## src/rtl/sram_controller.sv

```systemverilog
// 32-bit CPU load/store port onto a 16-bit SRAM: every word is moved as a low then a high halfword.
// Build option SRAM_CTRL_ERR_EN adds an err output that rejects misaligned or below-base addresses.
module sram_controller #(
    parameter int unsigned WAIT_STATES = 1,
    parameter logic [31:0] ADDR_BASE   = 32'd1024
) (
    input  logic        clk,
    input  logic        rst,
    input  logic        wr_en,
    input  logic        rd_en,
    input  logic [31:0] address,
    input  logic [31:0] write_data,
    output logic [31:0] read_data,
    output logic        ready,
    output logic [17:0] sram_addr,
    output logic [15:0] sram_dq_out,
    output logic        sram_dq_oe,
    input  logic [15:0] sram_dq_in,
    output logic        sram_we_n
`ifdef SRAM_CTRL_ERR_EN
    ,
    output logic        err
`endif
);

    typedef enum logic [1:0] {
        IDLE,
        LOW,
        HIGH,
        DONE
    } state_t;

    localparam logic [2:0] LAST_CNT = 3'(WAIT_STATES);

    state_t      r_state;
    state_t      w_next_state;
    logic [2:0]  r_cnt;
    logic [2:0]  w_next_cnt;
    logic [31:0] r_read_data;

    logic        w_req;
    logic        w_last;
    logic        w_xfer;
    logic        w_high;
    logic        w_write;
    logic        w_read;
    logic [31:0] w_offset;
    logic        w_unused;
    logic        w_bad;

    assign w_req    = wr_en | rd_en;
    assign w_last   = (r_cnt == LAST_CNT);
    assign w_xfer   = (r_state == LOW) || (r_state == HIGH);
    assign w_high   = (r_state == HIGH);
    // A simultaneous write and read request is served as a write only.
    assign w_write  = w_xfer & wr_en;
    assign w_read   = rd_en & ~wr_en;
    assign w_offset = address - ADDR_BASE;
    assign w_unused = ^{w_offset[31:19], w_offset[1:0]};

`ifdef SRAM_CTRL_ERR_EN
    assign w_bad = (address[1:0] != 2'b00) || (address < ADDR_BASE);
`else
    assign w_bad = 1'b0;
`endif

    // NOTE: state registers use non-blocking assignments so every flop samples pre-edge values.
    always_ff @(posedge clk) begin
        if (rst) begin
            r_state     <= IDLE;
            r_cnt       <= '0;
            r_read_data <= '0;
        end else begin
            r_state <= w_next_state;
            r_cnt   <= w_next_cnt;
            if (w_read && w_last && (r_state == LOW))
                r_read_data[15:0] <= sram_dq_in;
            if (w_read && w_last && (r_state == HIGH))
                r_read_data[31:16] <= sram_dq_in;
        end
    end

    // NOTE: every output of this block gets a default first, so no path can infer a latch.
    always_comb begin
        w_next_state = r_state;
        w_next_cnt   = r_cnt;
        case (r_state)
            IDLE: begin
                if (w_req) begin
                    w_next_cnt   = '0;
                    w_next_state = w_bad ? DONE : LOW;
                end
            end
            LOW: begin
                if (w_last) begin
                    w_next_state = HIGH;
                    w_next_cnt   = '0;
                end else begin
                    w_next_cnt = r_cnt + 3'd1;
                end
            end
            HIGH: begin
                if (w_last) begin
                    w_next_state = DONE;
                    w_next_cnt   = '0;
                end else begin
                    w_next_cnt = r_cnt + 3'd1;
                end
            end
            DONE:    w_next_state = IDLE;
            default: w_next_state = IDLE;
        endcase
    end

`ifdef SRAM_CTRL_ERR_EN
    logic r_bad;

    // Remembers, across the single DONE cycle, whether the accepted request was rejected.
    always_ff @(posedge clk) begin
        if (rst)
            r_bad <= 1'b0;
        else if (r_state == IDLE)
            r_bad <= w_req & w_bad;
    end

    assign err = r_bad && (r_state == DONE);
`endif

    assign ready       = ~w_req | (r_state == DONE);
    assign read_data   = r_read_data;
    assign sram_addr   = w_xfer ? {w_offset[18:2], w_high} : 18'd0;
    assign sram_we_n   = ~w_write;
    assign sram_dq_oe  = w_write;
    assign sram_dq_out = w_write ? (w_high ? write_data[31:16] : write_data[15:0]) : 16'd0;

endmodule

```

## config.mk

```make
export PLATFORM = sky130hd
export DESIGN_NAME = sram_controller
export DESIGN_NICKNAME = d
export VERILOG_FILES = /design/src/rtl/sram_controller.sv
export SDC_FILE = /design/constraint.sdc
export NUM_CORES = 1
export LEC_CHECK = 0
export CAP_MARGIN = 40
export CORE_MARGIN = 1
export CORE_UTILIZATION = 35
export DETAILED_ROUTE_END_ITERATION = 10
export MAX_ROUTING_LAYER = met4
export PLACE_DENSITY = 0.82
export SLEW_MARGIN = 20
export SYNTH_ARGS = -nofsm -noshare
export SYNTH_HDL_FRONTEND = slang
export SYNTH_SLANG_ARGS = --single-unit
```

## constraint.sdc

```tcl
create_clock -name clk -period 2.4 [get_ports clk]
set_clock_uncertainty 0.15 [all_clocks]
set_input_delay 0.6 -clock clk [delete_from_list [all_inputs] [get_ports clk]]
set_output_delay 0.6 -clock clk [all_outputs]
set_load 0.01 [all_outputs]
```

==> results.py, run 1 <==
metrics = {
    "timing": {
        "rsz0062_at_grt": "true",
        "timing.final.ws_setup_ps": -90.7,
        "tns_ps": -259,
        "slew_violations": 0,
        "worst_slew_pin_slew_ps": 436,
        "max_freq_ghz": 0.401,
        "finalCritPeriodShare_pct": 104,
        "final.min_clock_period_ps": 2490,
        "setup_viol": 4,
        "slew_headroom_pct": 70.9,
        "hold_violations": 0,
    },
    "clocking": {
        "clk_pin_slew_ps": 70,
        "cts_tree": "yes",
        "cts_sinks": 37,
        "insertion_delay_ps": 290,
        "cts_made_buffers": 5,
        "ctsRootBufferMaster": "clkbuf_8",
        "cts_hold_repair.buffers": 0,
        "cts.htree.levels": 2,
        "cts_buffer_depth": 2,
    },
    "synthesis": {
        "async_flop_share_pct": 0,
        "synth_area_um2": 2100,
        "ys_ff_latch": 37,
        "yosysTopAreaCell": "dfxtp_1",
        "avgSynthCellArea_um2": 8.71,
        "synthFlopType": "dfxtp_1",
        "synth_top_area_share_pct": 35.3,
        "synth-edff-count": 0,
        "yosysSeqAreaShare_pct": 35.3,
        "ys_warn_count": 0,
        "synth_area_leaders": "dfxtp_1 35%, mux2i_1 24%, nand2b_1 6.6%",
        "synth_nets": 331,
        "synthDistinctLibCells": 34,
        "syn_inst": 241,
    },
    "global_route": {
        "gr-usage-all-layers_pct": 19.8,
        "antenna_found_initial": 0,
        "grt_pass1_vias": 2189,
        "grt_max_degree": 25,
        "overflow": 0,
        "grt_pass1_wl_mm": 9.65,
    },
    "placement": {
        "io_buffers": 137,
        "dp_hpwl_mm": 4.57,
        "gp_congestion": 0.771,
    },
    "drt": {
        "drt_iter0_markers": 91,
        "wl_per_cell_um": 12.8,
        "routed_wl_mm": 6.01,
        "drcViolationCount": 0,
        "dr.pass1.iters": 4,
        "viasPerCell": 4.67,
        "ant_nets": 0,
        "via_count": 2187,
    },
    "worst_setup_path": {
        "required_ps": 1650,
        "rr_startpoint": "r_state[0]$_SDFFE_PP0P_",
        "path_class": "in2out",
        "crit_path_start_kind": "primary input",
        "crit_start": "address[13]",
        "cp_max_fo": 5,
        "cp.arrival_ps": 1740,
        "critPathCaptureType": "output port",
    },
    "finish": {
        "antenna_cells": 0,
        "utilization_pct": 67.9,
        "areaGrowthSynthToFinish_pct": 82.5,
        "drive_above_1_share_pct": 21.7,
        "fillers": 438,
        "final_nets": 486,
    },
    "power": {
        "ir_worst_vdd_v": 0.000445,
        "powerDensity_nw_per_um2": 700,
        "power_uw": 2680,
        "leakage_uw": 0.00162,
    },
    "status": {
        "run_status": "complete, but fails checks",
        "violations": "negative setup slack",
    },
    "floorplan": {
        "die_w_um": 79.4,
        "coreArea_um2": 5640,
        "rows": 27,
        "start_util_pct": 37.2,
        "die_y_um": 79.4,
        "pin_count": 153,
        "design.die.area_um2": 6310,
    },
    "run": {
        "max_cap_viol_count": 0,
    },
    "hold_path": {
        "hold_start": "read_data[2]$_SDFFE_PP0P_",
        "hp-class": "reg2reg",
    },
}
-- cells in the mapped netlist, types with 4 or more instances --
| cell type | instances |
|---|---|
| ha_1 | 6 |
| nor2_1 | 23 |
| clkbuf_1 | 7 |
| dfxtp_1 | 37 |
| mux2i_1 | 51 |
| and2_1 | 8 |
| nand2_1 | 34 |
| a21oi_1 | 4 |
| inv_1 | 6 |
| o21ai_0 | 4 |
| nand2b_1 | 22 |
-- placed cells by master (no fill, tap or decap), types with 8 or more instances in the layout --
cell / synthesis / final
nor2_1: 23 / 21
dfxtp_1: 37 / 36
nand2_1: 34 / 33
buf_4: 3 / 16
buf_2: 3 / 22
nand2b_1: 22 / 21
mux2i_1: 51 / 50
and2_1: 8 / 8
dlygate4sd2_1: 0 / 12
clkdlybuf4s50_1: 0 / 92
-- registers in the layout, indices dropped and copies added, names as in the netlist --
signal	count
read_data	32
r_cnt	3
r_state	2
-- where the power goes --
group / internal (uW) / leakage, uW / total (uW) / switching (uW)
clock: 227 / 0.0000433 / 439 / 212
combinational: 810 / 0.00128 / 1560 / 753
sequential: 652 / 0.000299 / 680 / 28.2
-- worst max-delay path: stages --
cell and delay, ps:
buf_6 90, or3_4 430, or3_4 340, a21oi_2 130, buf_2 150
-- what timing repair did --
item	4_1_cts	5_1_grt
pin swaps	6	1
buffers inserted	2	0
cloned	0	1
gates resized for setup	148	22
setup endpoints to repair	37	20
-- final timing paths --
| check | endpoint | slack [ps] | cells past startpoint |
|---|---|---|---|
| worst min-delay path | read_data[2]$_SDFFE_PP0P_ | 310 | 2 |
| worst max-delay path | sram_addr[15] | -90 | 5 |
| worst min register to register | read_data[2]$_SDFFE_PP0P_ | 310 | 2 |
| worst max register to register | r_cnt[2]$_SDFFE_PP0P_ | 450 | 7 |
-- routing by layer --
metal	routed length, um	track usage (%)	vias to the layer above
li1	-	-	1113
met1	2370	20.1	979
met2	3180	36.6	84
met3	355	5.26	11
met4	97	6.18	0
met5	0	-	-
-- stage by stage --
step           worst slack (ps)  cells  hold WS [ps]  area (um2)
2_1_floorplan              59.6    241           329        2100
3_3_place_gp               -842    458           292        3720
3_5_place_dp               -885    458           300        3720
4_1_cts                   -80.0    467           313        3770
5_1_grt                    -109    468           326        3830
6_report                  -90.7    468           307        3830
-- cell families (layout without fill, tap and decap cells) --
family,count (synthesis),count (layout),synth area share (%)
simple gates,109,109,26.8
mux,51,51,24.3
buf+inv,20,175,4.29
flops,37,37,35.3
fa+ha+maj,6,6,3.58
xor+xnor,3,3,1.25
compound gates,15,15,4.41
-- layout make-up --
class / count / area [um2] / share of cell area [%]
Clock buffer: 6 / 82.6 / 2.16
Clock inverter: 1 / 7.51 / 0.196
Inverter: 7 / 28.8 / 0.751
Multi-Input combinational cell: 184 / 1390 / 36.2
Sequential cell: 37 / 744 / 19.4
Tap cell: 72 / 90.1 / 2.35
Timing Repair Buffer: 161 / 1490 / 38.9
Power figures use the tool's default switching activity.
==> inputs of run 2 (changes only) <==
--- a/config.mk
+++ b/config.mk
@@ -5,9 +5,10 @@
 export SDC_FILE = /design/constraint.sdc
 export NUM_CORES = 1
 export LEC_CHECK = 0
+export ABC_CLOCK_PERIOD_IN_PS = 2400
 export CAP_MARGIN = 40
-export CORE_MARGIN = 1
 export CORE_UTILIZATION = 35
+export CTS_CLUSTER_SIZE = 12
 export DETAILED_ROUTE_END_ITERATION = 10
 export MAX_ROUTING_LAYER = met4
 export PLACE_DENSITY = 0.82
==> results of run 2 <==
No change in the layout: final DEF, timing and power equal those of run 1.
==> inputs of run 3 (changes only) <==
--- a/config.mk
+++ b/config.mk
@@ -5,9 +5,10 @@
 export SDC_FILE = /design/constraint.sdc
 export NUM_CORES = 1
 export LEC_CHECK = 0
+export ABC_AREA = 1
 export ABC_CLOCK_PERIOD_IN_PS = 2400
 export CAP_MARGIN = 40
-export CORE_UTILIZATION = 35
+export CORE_UTILIZATION = 38
 export CTS_CLUSTER_SIZE = 12
 export DETAILED_ROUTE_END_ITERATION = 10
 export MAX_ROUTING_LAYER = met4
==> run 3 against run 2 <==
Net effect: the run now ends clean; sequential share of layout area fell by 1.5 points; critical path type unchanged; final cell count is 41% higher; global-route usage is 2.1 points higher; register-to-register slack improved by 190 ps.
==> results.py, run 3 <==
metrics = {
    "status": {
        "run_status": "complete, no violations",
    },
    "synthesis": {
        "syn_inst": 433,
        "async_flop_share_pct": 0,
        "synth_area_um2": 2480,
        "ys_warn_count": 0,
        "synthFlopType": "dfxtp_1",
        "synth_top_area_share_pct": 29.8,
        "synth-edff-count": 0,
        "synthDistinctLibCells": 20,
        "avgSynthCellArea_um2": 5.74,
        "synth_nets": 523,
        "yosysTopAreaCell": "dfxtp_1",
        "ys_ff_latch": 37,
        "synthTopCellsByCount": "129 x nand2_1, 105 x inv_1, 55 x nor2_1, 37 x dfxtp_1, 35 x nand4_1",
        "synth_area_leaders": "dfxtp_1 30%, nand2_1 19%, inv_1 16%",
        "yosysMostFrequentCell": "nand2_1",
        "yosysSeqAreaShare_pct": 29.8,
    },
    "timing": {
        "max_freq_ghz": 0.420,
        "timing.final.ws_setup_ps": 19.3,
        "finalCritPeriodShare_pct": 99.2,
        "final.min_clock_period_ps": 2380,
        "setup_viol": 0,
        "tns_ps": 0,
        "hold_violations": 0,
        "holdWs_ps": 362,
        "worst_slew_pin_slew_ps": 391,
        "slew_violations": 0,
        "slew_headroom_pct": 73.9,
    },
    "clocking": {
        "cts_made_buffers": 5,
        "ctsRootBufferMaster": "clkbuf_8",
        "clk_pin_slew_ps": 70,
        "cts.htree.levels": 2,
        "cts_tree": "yes",
        "cts_sinks": 37,
        "cts_buffer_depth": 2,
        "insertion_delay_ps": 290,
    },
    "worst_setup_path": {
        "cp.arrival_ps": 1630,
        "reg2reg_slack_ps": 640,
        "reg2regPathDepth": 8,
        "crit_path_start_kind": "primary input",
        "critPathCaptureType": "output port",
        "path_class": "in2out",
        "required_ps": 1650,
        "cp_max_fo": 5,
        "rr_startpoint": "r_state[1]$_SDFFE_PP0P_",
        "worstReg2RegEnd": "r_state[0]$_SDFFE_PP0P_",
    },
    "hold_path": {
        "holdPathStages": 4,
        "hold_start": "read_data[15]$_SDFFE_PP0P_",
        "whs_endpoint": "read_data[15]$_SDFFE_PP0P_",
        "hp-class": "reg2reg",
    },
    "drt": {
        "dr.pass1.iters": 4,
        "drcViolationCount": 0,
        "viasPerCell": 4.61,
        "drt_iter0_markers": 132,
        "via_count": 3045,
        "ant_nets": 0,
        "wl_per_cell_um": 11.6,
        "routed_wl_mm": 7.65,
    },
    "finish": {
        "most-common-layout-cells": "127 x nand2_1, 100 x inv_1, 91 x clkdlybuf4s50_1",
        "antenna_cells": 0,
        "final_common_cell": "nand2_1",
        "final_nets": 672,
        "areaGrowthSynthToFinish_pct": 66.7,
        "drive_above_1_share_pct": 15.1,
        "largest_reg_flops": 32,
    },
    "global_route": {
        "overflow": 0,
        "grt_max_degree": 35,
        "grt_pass1_wl_mm": 12.2,
        "grt_pass1_vias": 2843,
        "gr-usage-all-layers_pct": 21.9,
        "antenna_found_initial": 0,
    },
    "floorplan": {
        "start_util_pct": 39.3,
        "die_w_um": 82.8,
        "die_y_um": 82.8,
        "design.die.area_um2": 6860,
        "coreArea_um2": 6310,
        "pin_count": 153,
        "rows": 29,
    },
    "placement": {
        "gp_congestion": 0.881,
        "dp_hpwl_mm": 5.76,
        "pre_cts_ws_ps": -678,
        "io_buffers": 137,
    },
    "power": {
        "powerDensity_nw_per_um2": 686,
        "leakage_uw": 0.00211,
        "ir_worst_vdd_v": 0.000549,
        "power_uw": 2840,
    },
    "run": {
        "max_cap_viol_count": 0,
    },
}
## run 3: logic make-up (layout without fill, tap and decap cells)
group / after synthesis / count (layout) / share of synthesized area (%)
DFF: 37 / 37 / 29.8
adders and majority gates: 6 / 6 / 3.02
and+or+nand+nor: 236 / 236 / 41.5
buffers and inverters: 128 / 278 / 20.4
AOI/OAI and AO/OA: 26 / 26 / 5.24
## run 3: layer usage
layer  track usage [%]  routed length (um)  part of all wire (%)  up-vias
met2              39.3                3820                    50      127
met3              5.27                 523                   6.8       17
met1              23.3                3130                    41     1314
met4              7.84                 173                   2.3        0
li1                  -                   -                     -     1587
met5                 -                   0                     0        -
## run 3: worst max path at each step
stage	start	end	slack, ps	cells past startpoint
2_1_floorplan	r_state[0]$_SDFFE_PP0P_	sram_dq_out[10]	110	6
3_3_place_gp	address[10]	sram_addr[11]	-660	6
3_5_place_dp	address[10]	sram_addr[11]	-680	6
4_1_cts	wr_en	ready	2	5
5_1_grt	address[14]	sram_addr[14]	-30	8
6_report	address[14]	sram_addr[14]	20	8
## run 3: layout make-up
type                            instances  area [um2]
Clock buffer                            7        86.3
Clock inverter                          1        30.0
Fill cell                             560        2170
Inverter                              107         402
Multi-Input combinational cell        268        1320
Sequential cell                        37         742
Tap cell                               77        96.3
Timing Repair Buffer                  163        1470
## run 3: critical path: stages
cell and delay, ps:
clkdlybuf4s15_1 300, nor2_2 80, buf_4 130, buf_4 120
nand2_1 60, nand2_1 60, a21oi_1 140, buf_2 140
## run 3: power by group
part           switching (uW)  total (uW)  internal, uW  leakage, uW
Clock                     220         559           339    0.0000585
Sequential               32.0         691           659     0.000299
Combinational             882        1590           709      0.00176
Total                    1130        2840          1710      0.00211
## run 3: timing repair
action                     4_1_cts  5_1_grt
resized for setup              134       24
hold buffers                     0        0
setup endpoints to repair       37       27
pin swaps                        5        8
setup buffers                    2        0
## run 3: metrics by stage
step	std cells	instance area, um2	util (%)
global placement	650	4050	64.2
floorplan	433	2480	-
global route	660	4140	65.6
CTS	660	4100	65.0
finish	660	4140	65.6
detailed placement	650	4050	64.2
